<file path="config.mk">
export PLATFORM = sky130hd
export DESIGN_NAME = markov_melody_generator_flat
export DESIGN_NICKNAME = d
export VERILOG_FILES = /design/src/rtl/markov_melody_generator_if.sv /design/src/rtl/markov_melody_generator.sv /design/src/flat_wrapper.sv
export SDC_FILE = /design/constraint.sdc
export NUM_CORES = 1
export LEC_CHECK = 0
export ABC_CLOCK_PERIOD_IN_PS = 11900
export BUFFER_PORTS_ARGS = -buffer_cell sky130_fd_sc_hd__buf_4
export CAP_MARGIN = 20
export CORE_AREA = 2 2 135 137
export CTS_BUF_LIST = sky130_fd_sc_hd__clkbuf_4
export DETAILED_ROUTE_END_ITERATION = 16
export DIE_AREA = 0 0 137 139
export GPL_TIMING_DRIVEN = 0
export PLACE_DENSITY_LB_ADDON = 0.05
export SYNTH_ARGS = -nofsm -noshare
export SYNTH_HDL_FRONTEND = slang
export SYNTH_SLANG_ARGS = --single-unit
</file>
<file path="constraint.sdc">
create_clock -name clk -period 11.9 [get_ports clk]
set_input_delay 1.19 -clock clk [delete_from_list [all_inputs] [get_ports clk]]
set_output_delay 1.19 -clock clk [all_outputs]
set_load 0.02 [all_outputs]
</file>
<file path="src/rtl/markov_melody_generator_if.sv">
// Note/delay stream handshake between the melody generator and its consumer.
// The master drives the pair and valid; the slave answers with ready.
interface markov_melody_generator_if #(
    parameter int NOTE_BIT_LEN  = 5,
    parameter int DELAY_BIT_LEN = 3
);
    logic [NOTE_BIT_LEN-1:0]  note_out;
    logic [DELAY_BIT_LEN-1:0] delay_out;
    logic                     note_valid;
    logic                     note_ready;

    modport master (
        output note_out,
        output delay_out,
        output note_valid,
        input  note_ready
    );

    modport slave (
        input  note_out,
        input  delay_out,
        input  note_valid,
        output note_ready
    );
endinterface

</file>
<file path="src/rtl/markov_melody_generator.sv">
// Walks a packed Markov chain table as a weighted random process and
// streams the generated note/delay pairs out over a valid/ready handshake.
module markov_melody_generator #(
    parameter int NOTE_BIT_LEN    = 5,
    parameter int DELAY_BIT_LEN   = 3,
    parameter int SEQUENCE_LEN    = 2,
    parameter int SEQ_CNT_BIT_LEN = 4,
    parameter int CHAIN_ENTRIES   = 16,
    parameter int OUT_NOTES       = 32
) (
    input  logic        clk,
    input  logic        reset,
    input  logic        start,
    input  logic [15:0] seed,
    input  logic [CHAIN_ENTRIES*(SEQUENCE_LEN*(NOTE_BIT_LEN+DELAY_BIT_LEN)
                  +SEQ_CNT_BIT_LEN)-1:0] markov,
    markov_melody_generator_if.master mel,
    output logic        busy,
    output logic        done,
    output logic        error
);
    localparam int PAIR_W = NOTE_BIT_LEN + DELAY_BIT_LEN;
    localparam int CTX_W  = (SEQUENCE_LEN - 1) * PAIR_W;
    localparam int CNT_W  = SEQ_CNT_BIT_LEN;
    localparam int E      = SEQUENCE_LEN * PAIR_W + CNT_W;
    localparam int IDX_W  = $clog2(CHAIN_ENTRIES);
    localparam int TOT_W  = CNT_W + IDX_W;
    localparam int OUT_W  = $clog2(OUT_NOTES + 1);

    typedef enum logic [2:0] {
        S_IDLE, S_SEED, S_SUM, S_TARGET, S_PICK, S_EMIT, S_DONE
    } state_t;

    state_t state, state_nxt;

    logic [15:0]       lfsr;
    logic [IDX_W-1:0]  idx;
    logic [CTX_W-1:0]  ctx;
    logic [CTX_W-1:0]  seed_ctx;
    logic [TOT_W-1:0]  total;
    logic [TOT_W-1:0]  target;
    logic [TOT_W-1:0]  run;
    logic [PAIR_W-1:0] sel;
    logic [OUT_W-1:0]  emitted;

    logic [E-1:0]        entry;
    logic [CNT_W-1:0]    cnt;
    logic [CTX_W-1:0]    ectx;
    logic [PAIR_W-1:0]   esucc;
    logic                hit;
    logic                last;
    logic [TOT_W-1:0]    total_acc;
    logic [TOT_W-1:0]    run_acc;
    logic                pick_hit;
    logic [15:0]         lfsr_step;
    logic [8+TOT_W-1:0]  prod;
    logic [CTX_W-1:0]    ctx_next;
    logic                start_ok;
    logic                last_note;

    assign entry     = markov[idx*E +: E];
    assign cnt       = entry[CNT_W-1:0];
    assign ectx      = entry[CNT_W +: CTX_W];
    assign esucc     = entry[CNT_W+CTX_W +: PAIR_W];
    assign hit       = (ectx == ctx) && (cnt != '0);
    assign last      = (idx == IDX_W'(CHAIN_ENTRIES - 1));
    assign total_acc = total + (hit ? TOT_W'(cnt) : '0);
    assign run_acc   = run + TOT_W'(cnt);
    assign pick_hit  = hit && (run_acc > target);
    assign lfsr_step = {lfsr[14:0], lfsr[15] ^ lfsr[13] ^ lfsr[12] ^ lfsr[10]};
    // target = (lfsr[7:0] * total) >> 8 lands in 0..total-1
    assign prod      = {{TOT_W{1'b0}}, lfsr[7:0]} * {8'd0, total};
    assign ctx_next  = (ctx >> PAIR_W) | (CTX_W'(sel) << (CTX_W - PAIR_W));
    assign start_ok  = start && (state == S_IDLE || state == S_DONE);
    assign last_note = (emitted == OUT_W'(OUT_NOTES - 1));

    always_ff @(posedge clk or negedge reset) begin
        if (!reset) begin
            state <= S_IDLE;
        end else begin
            state <= state_nxt;
        end
    end

    always_comb begin
        state_nxt = state;
        unique case (state)
            S_IDLE, S_DONE: if (start_ok) state_nxt = S_SEED;
            S_SEED: begin
                if (cnt != '0) state_nxt = S_SUM;
                else if (last) state_nxt = S_DONE;
            end
            S_SUM:    if (last && total_acc != '0) state_nxt = S_TARGET;
            S_TARGET: state_nxt = S_PICK;
            S_PICK:   if (pick_hit) state_nxt = S_EMIT;
            S_EMIT: begin
                if (mel.note_ready) state_nxt = last_note ? S_DONE : S_SUM;
            end
            default:  state_nxt = S_IDLE;
        endcase
    end

    always_comb begin
        mel.note_valid = (state == S_EMIT);
        mel.note_out   = '0;
        mel.delay_out  = '0;
        if (state == S_EMIT) begin
            mel.note_out  = sel[PAIR_W-1:DELAY_BIT_LEN];
            mel.delay_out = sel[DELAY_BIT_LEN-1:0];
        end
        busy = (state != S_IDLE) && (state != S_DONE);
        done = (state == S_DONE);
    end

    always_ff @(posedge clk or negedge reset) begin
        if (!reset) begin
            lfsr     <= 16'hACE1;
            idx      <= '0;
            ctx      <= '0;
            seed_ctx <= '0;
            total    <= '0;
            target   <= '0;
            run      <= '0;
            sel      <= '0;
            emitted  <= '0;
            error    <= 1'b0;
        end else begin
            unique case (state)
                S_IDLE, S_DONE: begin
                    if (start_ok) begin
                        lfsr    <= (seed == 16'h0) ? 16'hACE1 : seed;
                        error   <= 1'b0;
                        idx     <= '0;
                        emitted <= '0;
                    end
                end
                S_SEED: begin
                    if (cnt != '0) begin
                        seed_ctx <= ectx;
                        ctx      <= ectx;
                        idx      <= '0;
                        total    <= '0;
                    end else begin
                        idx <= idx + 1'b1;
                        if (last) error <= 1'b1;
                    end
                end
                S_SUM: begin
                    if (last) begin
                        idx <= '0;
                        // dead end: fall back to the seed context and resum
                        if (total_acc == '0) begin
                            ctx   <= seed_ctx;
                            total <= '0;
                        end else begin
                            total <= total_acc;
                        end
                    end else begin
                        idx   <= idx + 1'b1;
                        total <= total_acc;
                    end
                end
                S_TARGET: begin
                    target <= prod[8 +: TOT_W];
                    run    <= '0;
                    idx    <= '0;
                end
                S_PICK: begin
                    if (pick_hit) begin
                        sel <= esucc;
                    end else begin
                        if (hit) run <= run_acc;
                        idx <= idx + 1'b1;
                    end
                end
                S_EMIT: begin
                    if (mel.note_ready) begin
                        ctx     <= ctx_next;
                        lfsr    <= lfsr_step;
                        emitted <= emitted + 1'b1;
                        idx     <= '0;
                        total   <= '0;
                    end
                end
                default: ;
            endcase
        end
    end
endmodule

</file>
<file path="src/flat_wrapper.sv">
// flat-port wrapper written by rule: the top's interface ports become plain ports
module markov_melody_generator_flat 
#(
    parameter int NOTE_BIT_LEN    = 5,
    parameter int DELAY_BIT_LEN   = 3,
    parameter int SEQUENCE_LEN    = 2,
    parameter int SEQ_CNT_BIT_LEN = 4,
    parameter int CHAIN_ENTRIES   = 16,
    parameter int OUT_NOTES       = 32
)
  (clk, reset, start, seed, markov, busy, done, error, mel_note_out, mel_delay_out, mel_note_valid, mel_note_ready);
  markov_melody_generator_if #(.NOTE_BIT_LEN(NOTE_BIT_LEN), .DELAY_BIT_LEN(DELAY_BIT_LEN)) mel_i ();
  input  logic clk;
  input  logic reset;
  input  logic start;
  input  logic [15:0] seed;
  input  logic [CHAIN_ENTRIES*(SEQUENCE_LEN*(NOTE_BIT_LEN+DELAY_BIT_LEN)
                  +SEQ_CNT_BIT_LEN)-1:0] markov;
  output logic busy;
  output logic done;
  output logic error;
  output wire logic [$bits(mel_i.note_out)-1:0] mel_note_out;
  output wire logic [$bits(mel_i.delay_out)-1:0] mel_delay_out;
  output wire logic [$bits(mel_i.note_valid)-1:0] mel_note_valid;
  input wire logic [$bits(mel_i.note_ready)-1:0] mel_note_ready;
  assign mel_note_out = mel_i.note_out;
  assign mel_delay_out = mel_i.delay_out;
  assign mel_note_valid = mel_i.note_valid;
  assign mel_i.note_ready = mel_note_ready;
  markov_melody_generator #(.NOTE_BIT_LEN(NOTE_BIT_LEN), .DELAY_BIT_LEN(DELAY_BIT_LEN), .SEQUENCE_LEN(SEQUENCE_LEN), .SEQ_CNT_BIT_LEN(SEQ_CNT_BIT_LEN), .CHAIN_ENTRIES(CHAIN_ENTRIES), .OUT_NOTES(OUT_NOTES)) u_core (.clk(clk), .reset(reset), .start(start), .seed(seed), .markov(markov), .mel(mel_i), .busy(busy), .done(done), .error(error));
endmodule
</file>
* After elaboration in Yosys (flattened, before gate mapping)
Index checks and enable logic that the tools add are counted.
Storage, ports and cells: memory bits (read-only) 0, input port bits 340, output and inout port bits 12, memories kept 0, memory bits (writable) 0, latch bits 0, register bits after elaboration 78, logic and storage cells 112
Operators by class: shift-type cells 1, multiplexer cells 41, div/mod/pow operators 0, reductions and logical operators 27, magnitude comparators 1, add/subtract/negate cells 4, multipliers 2, equality and inequality tests 22, bitwise gates (word level) 3
Operators with widths (number):
- $shiftx A320 B10 Y20 | 1
- $mux W8 | 10
- $mux W16 | 3
- $pmux W8 S3 | 2
- $pmux W16 S2 | 1
- $mux W3 | 8
- $mux W4 | 6
- $pmux W4 S6 | 1
- $ne A2 B1 Y1 const B | 9
- $pmux W3 S6 | 1
- $logic_not A16 Y1 | 1
- $mul A8 B8 Y16 | 1
- $pmux W8 S2 | 1
- $mux W6 | 2
- $pmux W6 S2 | 1
- $reduce_and A5 Y1 | 2
- $eq A3 B3 Y1 const B | 3
- $reduce_and A3 Y1 | 3
- $add A8 B4 Y8 | 1
- $add A8 B8 Y8 | 1
- $eq A8 B8 Y1 | 1
- $gt A8 B8 Y1 | 1
- $logic_not A8 Y1 | 1
- $reduce_and A4 Y1 | 2
- 24 further kinds | 38

* Longest topological paths before layout
depth after elaboration 10, gate-level depth with buffers 25, mapped depth without buffers 19

* Worst setup path before layout
OpenSTA, ideal clock, no wires.
path type in2reg, from input markov[140] (netlist name), to register u_core.ctx[1], required time 11.772 ns, setup slack 6.263 ns, library setup time 0.128 ns, arrival time 5.509 ns, path buffers 0, stages 16, path through mux4_2 -> mux2_2 -> nand2b_1 -> or4_4 -> nand3_2 -> nor2_1 -> and3_1 -> ha_1 -> fa_1 -> a21o_1 -> a21o_1 -> or3_1 -> a211o_1 -> or3_1 -> a21oi_4 -> mux2_1
On the way: longest elaborated chain between the ends 8, elaborated cells on any way between the ends 10, those cells by class add/sub: 1; eq/ne: 3; shift: 1; mux: 1; reduce/logical: 4
Ends and longest elaborated chain:
- start: declaration | line flat_wrapper.sv:18 | +SEQ_CNT_BIT_LEN)-1:0] markov;
- $shiftx A320 B10 Y20 * | line markov_melody_generator.sv:61 | assign entry = markov[idx*E +: E];
- $eq A8 B8 Y1 or $reduce_bool A4 Y1 (tied branches) | line markov_melody_generator.sv:65, markov_melody_generator.sv:138
- $logic_and A1 B1 Y1 | line markov_melody_generator.sv:65 | assign hit = (ectx == ctx) && (cnt != '0);
- $mux W4 | line markov_melody_generator.sv:67 | assign total_acc = total + (hit ? TOT_W'(cnt) : '0);
- $add A8 B8 Y8 | line markov_melody_generator.sv:67
- $logic_not A8 Y1 | line markov_melody_generator.sv:152 | if (total_acc == '0) begin
- $ne A2 B1 Y1 (no line)
- $reduce_and A5 Y1 (no line) *
- end signal: assignment | line markov_melody_generator.sv:140 | ctx <= ectx;
- end signal: assignment | line markov_melody_generator.sv:153 | ctx <= seed_ctx;
- end signal: assignment | line markov_melody_generator.sv:178 | ctx <= ctx_next;
- end: declaration | line markov_melody_generator.sv:38 | logic [CTX_W-1:0] ctx;
Every way passes the cells marked *; elsewhere a longest branch is shown, timed or not. A chain may end at the register's enable or synchronous reset.

* Final worst setup path
from register u_core.idx[3], to register u_core.sel[2], in the netlist u_core.ctx_next[2]
On the way: longest elaborated chain between the ends 6, elaborated cells on any way between the ends 9, those cells by class add/sub: 1; mul: 1; order compare: 1; eq/ne: 1; shift: 1; reduce/logical: 4
Ends and longest elaborated chain:
- start: declaration | line markov_melody_generator.sv:37 | logic [IDX_W-1:0] idx;
- start signal: assignment | line markov_melody_generator.sv:144 | idx <= idx + 1'b1;
- start signal: assignment | line markov_melody_generator.sv:159 | idx <= idx + 1'b1;
- start signal: assignment | line markov_melody_generator.sv:173 | idx <= idx + 1'b1;
- $mul A4 B3 Y7 * | line markov_melody_generator.sv:61
- $shiftx A320 B10 Y20 * | line markov_melody_generator.sv:61
- $add A8 B4 Y8 (tied with other cells) | line markov_melody_generator.sv:68 | assign run_acc = run + TOT_W'(cnt);
- $gt A8 B8 Y1 or $logic_and A1 B1 Y1 (tied branches) | line markov_melody_generator.sv:69, markov_melody_generator.sv:65
- $logic_and A1 B1 Y1 | line markov_melody_generator.sv:69 | assign pick_hit = hit && (run_acc > target);
- $reduce_and A2 Y1 (no line)
- end signal: assignment | line markov_melody_generator.sv:170 | sel <= esucc;
- end: declaration | line markov_melody_generator.sv:43 | logic [PAIR_W-1:0] sel;
Marked as above.

==> summary.log <==
INFO  run_status     status=finished clean
INFO  cells_and_area postLayoutCoreUtil=69.32%
INFO  clock_tree     cts.hold.buffers_added=0
INFO  cells_and_area drive_gt1_share=42.01%
INFO  critical_path  critPathTopFamily=buffers and inverters
INFO  clock_tree     clkTransAtPathRegs=0.13ns
INFO  synthesis      yosys_warnings=0
INFO  synthesis      syn_inst=877
INFO  drt            detailedRoute.firstPassIterationCount=5
INFO  drt            drtAntennaViolNets=0
INFO  global_routing gr-total-overflow=0
INFO  global_routing maximum_number_of_pins_on_one_net_before_global_route_repair=79
INFO  die            floorplan.core_area=17660µm²
INFO  critical_path  crit_path_max_fanout=10
INFO  power_and_ir_drop cell_internal_pwr=962.2µW
INFO  critical_path  critPathLaunchType=register
INFO  critical_path  r2r_cells=21
INFO  drt            wl_per_cell=20.05µm
INFO  cells_and_area areaGrowthSynthToFinish=33.32%
INFO  drt            drt-total-wl=29.57mm
INFO  power_and_ir_drop power.switching_fraction=43.07%
INFO  power_and_ir_drop worst_ir_drop_vdd=0.00007752V
INFO  power_and_ir_drop combinationalPowerShare=67.0%
INFO  drt            drt-vias-per-instance=5.845
INFO  global_routing global_route.usage.met2=53.00%
INFO  clock_tree     insertion_delay=0.45ns
INFO  drt            dr_total_vias=8622
INFO  critical_path  timing.rr.start=u_core.idx[3]
INFO  clock_tree     htree_num_levels=3
INFO  place          dp_hpwl=24.92mm
INFO  critical_path  worst_ep_arrival_time=6.72ns
INFO  drt            drt_initial_violations=629
INFO  cells_and_area post_route_cell_area=12240µm²
INFO  global_routing first_global_vias=9031
INFO  synthesis      yosysTopAreaCellShare=19.38%
INFO  power_and_ir_drop p_seq_share=23.8%
INFO  synthesis      synthMostInstantiatedCell=sky130_fd_sc_hd__nand2_1
INFO  place          pre_cts_slack=5.644ns
INFO  die            die-area=19040µm²
INFO  sta            hold_violations=0
INFO  die            die_width=137µm
INFO  sta            period_share=53.58%
INFO  sta            setup_tns_final=0ns
INFO  power_and_ir_drop power.switching=727.9µW
INFO  critical_path  critical-path-top-cell-by-count=sky130_fd_sc_hd__a21oi_1
INFO  clock_tree     ctsLongestPathBuffers=2
INFO  place          placement.io_buffers=351
INFO  critical_path  cp_num_buf_inv=5
INFO  power_and_ir_drop leakage=0.005857µW
INFO  die            die_height=139µm
INFO  synthesis      netlist.top_cell.by_area=sky130_fd_sc_hd__mux4_2
INFO  critical_path  slack_of_the_worst_reg_to_reg_path=5.52ns
INFO  clock_tree     cts_tree=yes
INFO  run            drv_cap=0
INFO  die            rows=49
INFO  critical_path  worstReg2RegEnd=u_core.ctx_next[2]
INFO  synthesis      syn_area_per_cell=10.47µm²
INFO  synthesis      synth.ff_latch_count=78
INFO  synthesis      fraction_of_registers_with_async_set_reset=100.0%
INFO  critical_path  worst_setup_path_end_kind=register
INFO  power_and_ir_drop clock_power_share=9.2%
INFO  power_and_ir_drop power-per-cell-area=138.1nW/µm²
INFO  critical_path  cp_data_required_time=12.24ns
INFO  synthesis      synthDistinctLibCells=74
INFO  global_routing gr-usage-met3=7.383%
INFO  worst_hold_path hp-start=u_core.lfsr[11]
INFO  sta            maxClockFrequency=156.8MHz
INFO  sta            setup_viol_count_final=0
INFO  worst_hold_path hold_path.class=register to register
INFO  synthesis      synth_common_cells=sky130_fd_sc_hd__nand2_1, sky130_fd_sc_hd__mux4_2, sky130_fd_sc_hd__dfrtp_1
INFO  sta            worst_slew_margin_rel=33.02%
INFO  critical_path  critical_path.cell_chain=clkbuf_1 > buf_2 > buf_1 > clkbuf_1 > nor2_1 > a21oi_1 > ha_1 > a21o_1 > a21oi_1 > nor2b_1 > o21ai_0 > xnor2_1 > ha_1 > nand4_1 > a21oi_1 > a211oi_1 > o21ai_0 > and4_1 > nor4bb_4 > buf_6 > mux2_4
INFO  worst_hold_path hold_depth=2
INFO  synthesis      syn-num-nets=1305
INFO  place          place_congestion=0.8692
INFO  global_routing grt_use_met1=41.51%
INFO  clock_tree     cts-buffers-inserted=9
INFO  drt            post-route-drc-count=0
INFO  sta            rsz_0062_raised_after_global_routing=no
INFO  cells_and_area nNetsFinal=1668
INFO  clock_tree     clock_sinks=78
INFO  place          detailed_place.area=12110µm²
INFO  sta            post-route-worst-setup-slack=5.524ns
INFO  die            ios=352
INFO  die            start_util=52.00%
INFO  synthesis      ys.flop_type=sky130_fd_sc_hd__dfrtp_1
INFO  sta            max_slew_violation_total_from_the_final_report=0
INFO  synthesis      syn_area=9181µm²
INFO  synthesis      synth-seq-area-share=21.37%
INFO  worst_hold_path hold_ep=u_core.lfsr[11]
INFO  global_routing grt_pass1_wl=46.51mm
INFO  clock_tree     ctsRootBufferMaster=sky130_fd_sc_hd__clkbuf_4
INFO  sta            post-route-min-period=6.376ns
INFO  synthesis      synth_edf_count=0
INFO  global_routing busiest_layer=met2
INFO  global_routing antenna_found_initial=1
INFO  critical_path  path_class=register to register
INFO  sta            clock_skew=0.01443ns
INFO  clock_tree     post_cts_resize_count=0
INFO  sta            tightest_slew=1.005ns
INFO  critical_path  critical-path-slowest-cell=sky130_fd_sc_hd__buf_1
INFO  synthesis      netlist_top_cells_area=sky130_fd_sc_hd__mux4_2, sky130_fd_sc_hd__dfrtp_1, sky130_fd_sc_hd__fa_1
INFO  global_routing grt_util_all_layers=31.67%
INFO  critical_path  slowest_delay=0.63ns
INFO  clock_tree     number_of_setup_buffers_added_after_cts=0
[logic make-up (layout without fill, tap and decap cells)]
group	Yosys count	count (layout)	synth area share, %
flip-flops	78	78	21.37
AO/OA/AOI/OAI	149	149	11.30
buffers and inverters	124	492	6.023
other	0	1	0
multiplexers	152	152	29.19
adder cells (fa/ha/maj)	88	88	15.02
AND/OR/NAND/NOR	259	259	14.53
XOR/XNOR	27	27	2.576
[registers in the layout, summed over array words and instances (netlist names), 4 cells and up]
| name | flops |
|---|---|
| u_core.ctx | 8 |
| u_core.ctx_next | 8 |
| u_core.emitted | 6 |
| u_core.idx | 4 |
| u_core.lfsr | 16 |
| u_core.run | 8 |
| u_core.seed_ctx | 8 |
| u_core.target | 8 |
| u_core.total | 8 |
[cell usage in the layout, fill, tap and decap left out, types with 22 or more instances in the layout]
cell type                  Yosys  layout
sky130_fd_sc_hd__a21oi_1      22      22
sky130_fd_sc_hd__and2_1       36      36
sky130_fd_sc_hd__and3_1       22      22
sky130_fd_sc_hd__buf_4         4     356
sky130_fd_sc_hd__clkbuf_1     30      30
sky130_fd_sc_hd__dfrtp_1      70      70
sky130_fd_sc_hd__fa_1         37      37
sky130_fd_sc_hd__ha_1         51      51
sky130_fd_sc_hd__inv_1        66      66
sky130_fd_sc_hd__mux2i_1      38      38
sky130_fd_sc_hd__mux4_2       79      79
sky130_fd_sc_hd__nand2_1      89      89
sky130_fd_sc_hd__nor2_1       30      30
sky130_fd_sc_hd__o21ai_0      38      38
[final cells by class]
type | count | area (µm²)
Multi-Input combinational cell | 675 | 6666
Fill cell | 1429 | 5416
Timing Repair Buffer | 352 | 2643
Sequential cell | 78 | 1962
Buffer | 57 | 301.5
Tap cell | 229 | 286.5
Inverter | 67 | 251.5
Clock buffer | 10 | 75.07
Clock inverter | 6 | 52.55
Antenna cell | 1 | 2.502
[layer usage]
metal,vias to the layer above,routed length [µm],share of wire (%)
li1,3991,-,-
met1,4263,12020,41
met2,320,15080,51
met3,48,1973,6.7
met4,0,497,1.7
met5,-,0,0
[worst max-delay path by stage]
| stage | to | startpoint | slack (ns) | cells past startpoint |
|---|---|---|---|---|
| 6_report | u_core.ctx_next[2] | u_core.idx[3] | 5.52 | 21 |
| 5_1_grt | u_core.ctx_next[2] | u_core.idx[3] | 4.97 | 21 |
| 4_1_cts | u_core.ctx_next[3] | u_core.idx[3] | 5.60 | 21 |
| 3_5_place_dp | u_core.ctx_next[6] | u_core.idx[3] | 5.64 | 21 |
| 3_3_place_gp | u_core.ctx_next[6] | u_core.idx[3] | 5.68 | 21 |
| 2_1_floorplan | u_core.ctx[1] | markov[140] | 6.26 | 16 |
[power by group through the flow]
stage               Sequential (µW)  Clock [µW]  Combinational (µW)
floorplan                       389           0                 818
global placement                404           0                1110
detailed placement              407           0                1120
CTS                             402         160                1130
global route                    413         172                1230
finish                          402         156                1130
[worst register-to-register path: cells and delay by family (launching register included)]
kind | cells | cell delay, ns
AOI/OAI and AO/OA | 7 | 1.84
xor gates and xnor gates | 1 | 0.15
adders and majority gates | 2 | 0.62
buffers and inverters | 5 | 2.12
DFF | 1 | 0.37
muxes | 1 | 0.32
and+or+nand+nor | 5 | 0.87
[per-stage QoR]
stage	total power, µW	hold WS [ns]	cells
final	1690	0.4959	1475
after global routing	1812	0.5080	1475
after CTS	1690	0.4921	1474
after detailed placement	1531	0.4738	1458
after global placement	1510	0.4639	1457
after floorplan	1207	0.4485	877
Power figures use the tool's default switching activity.
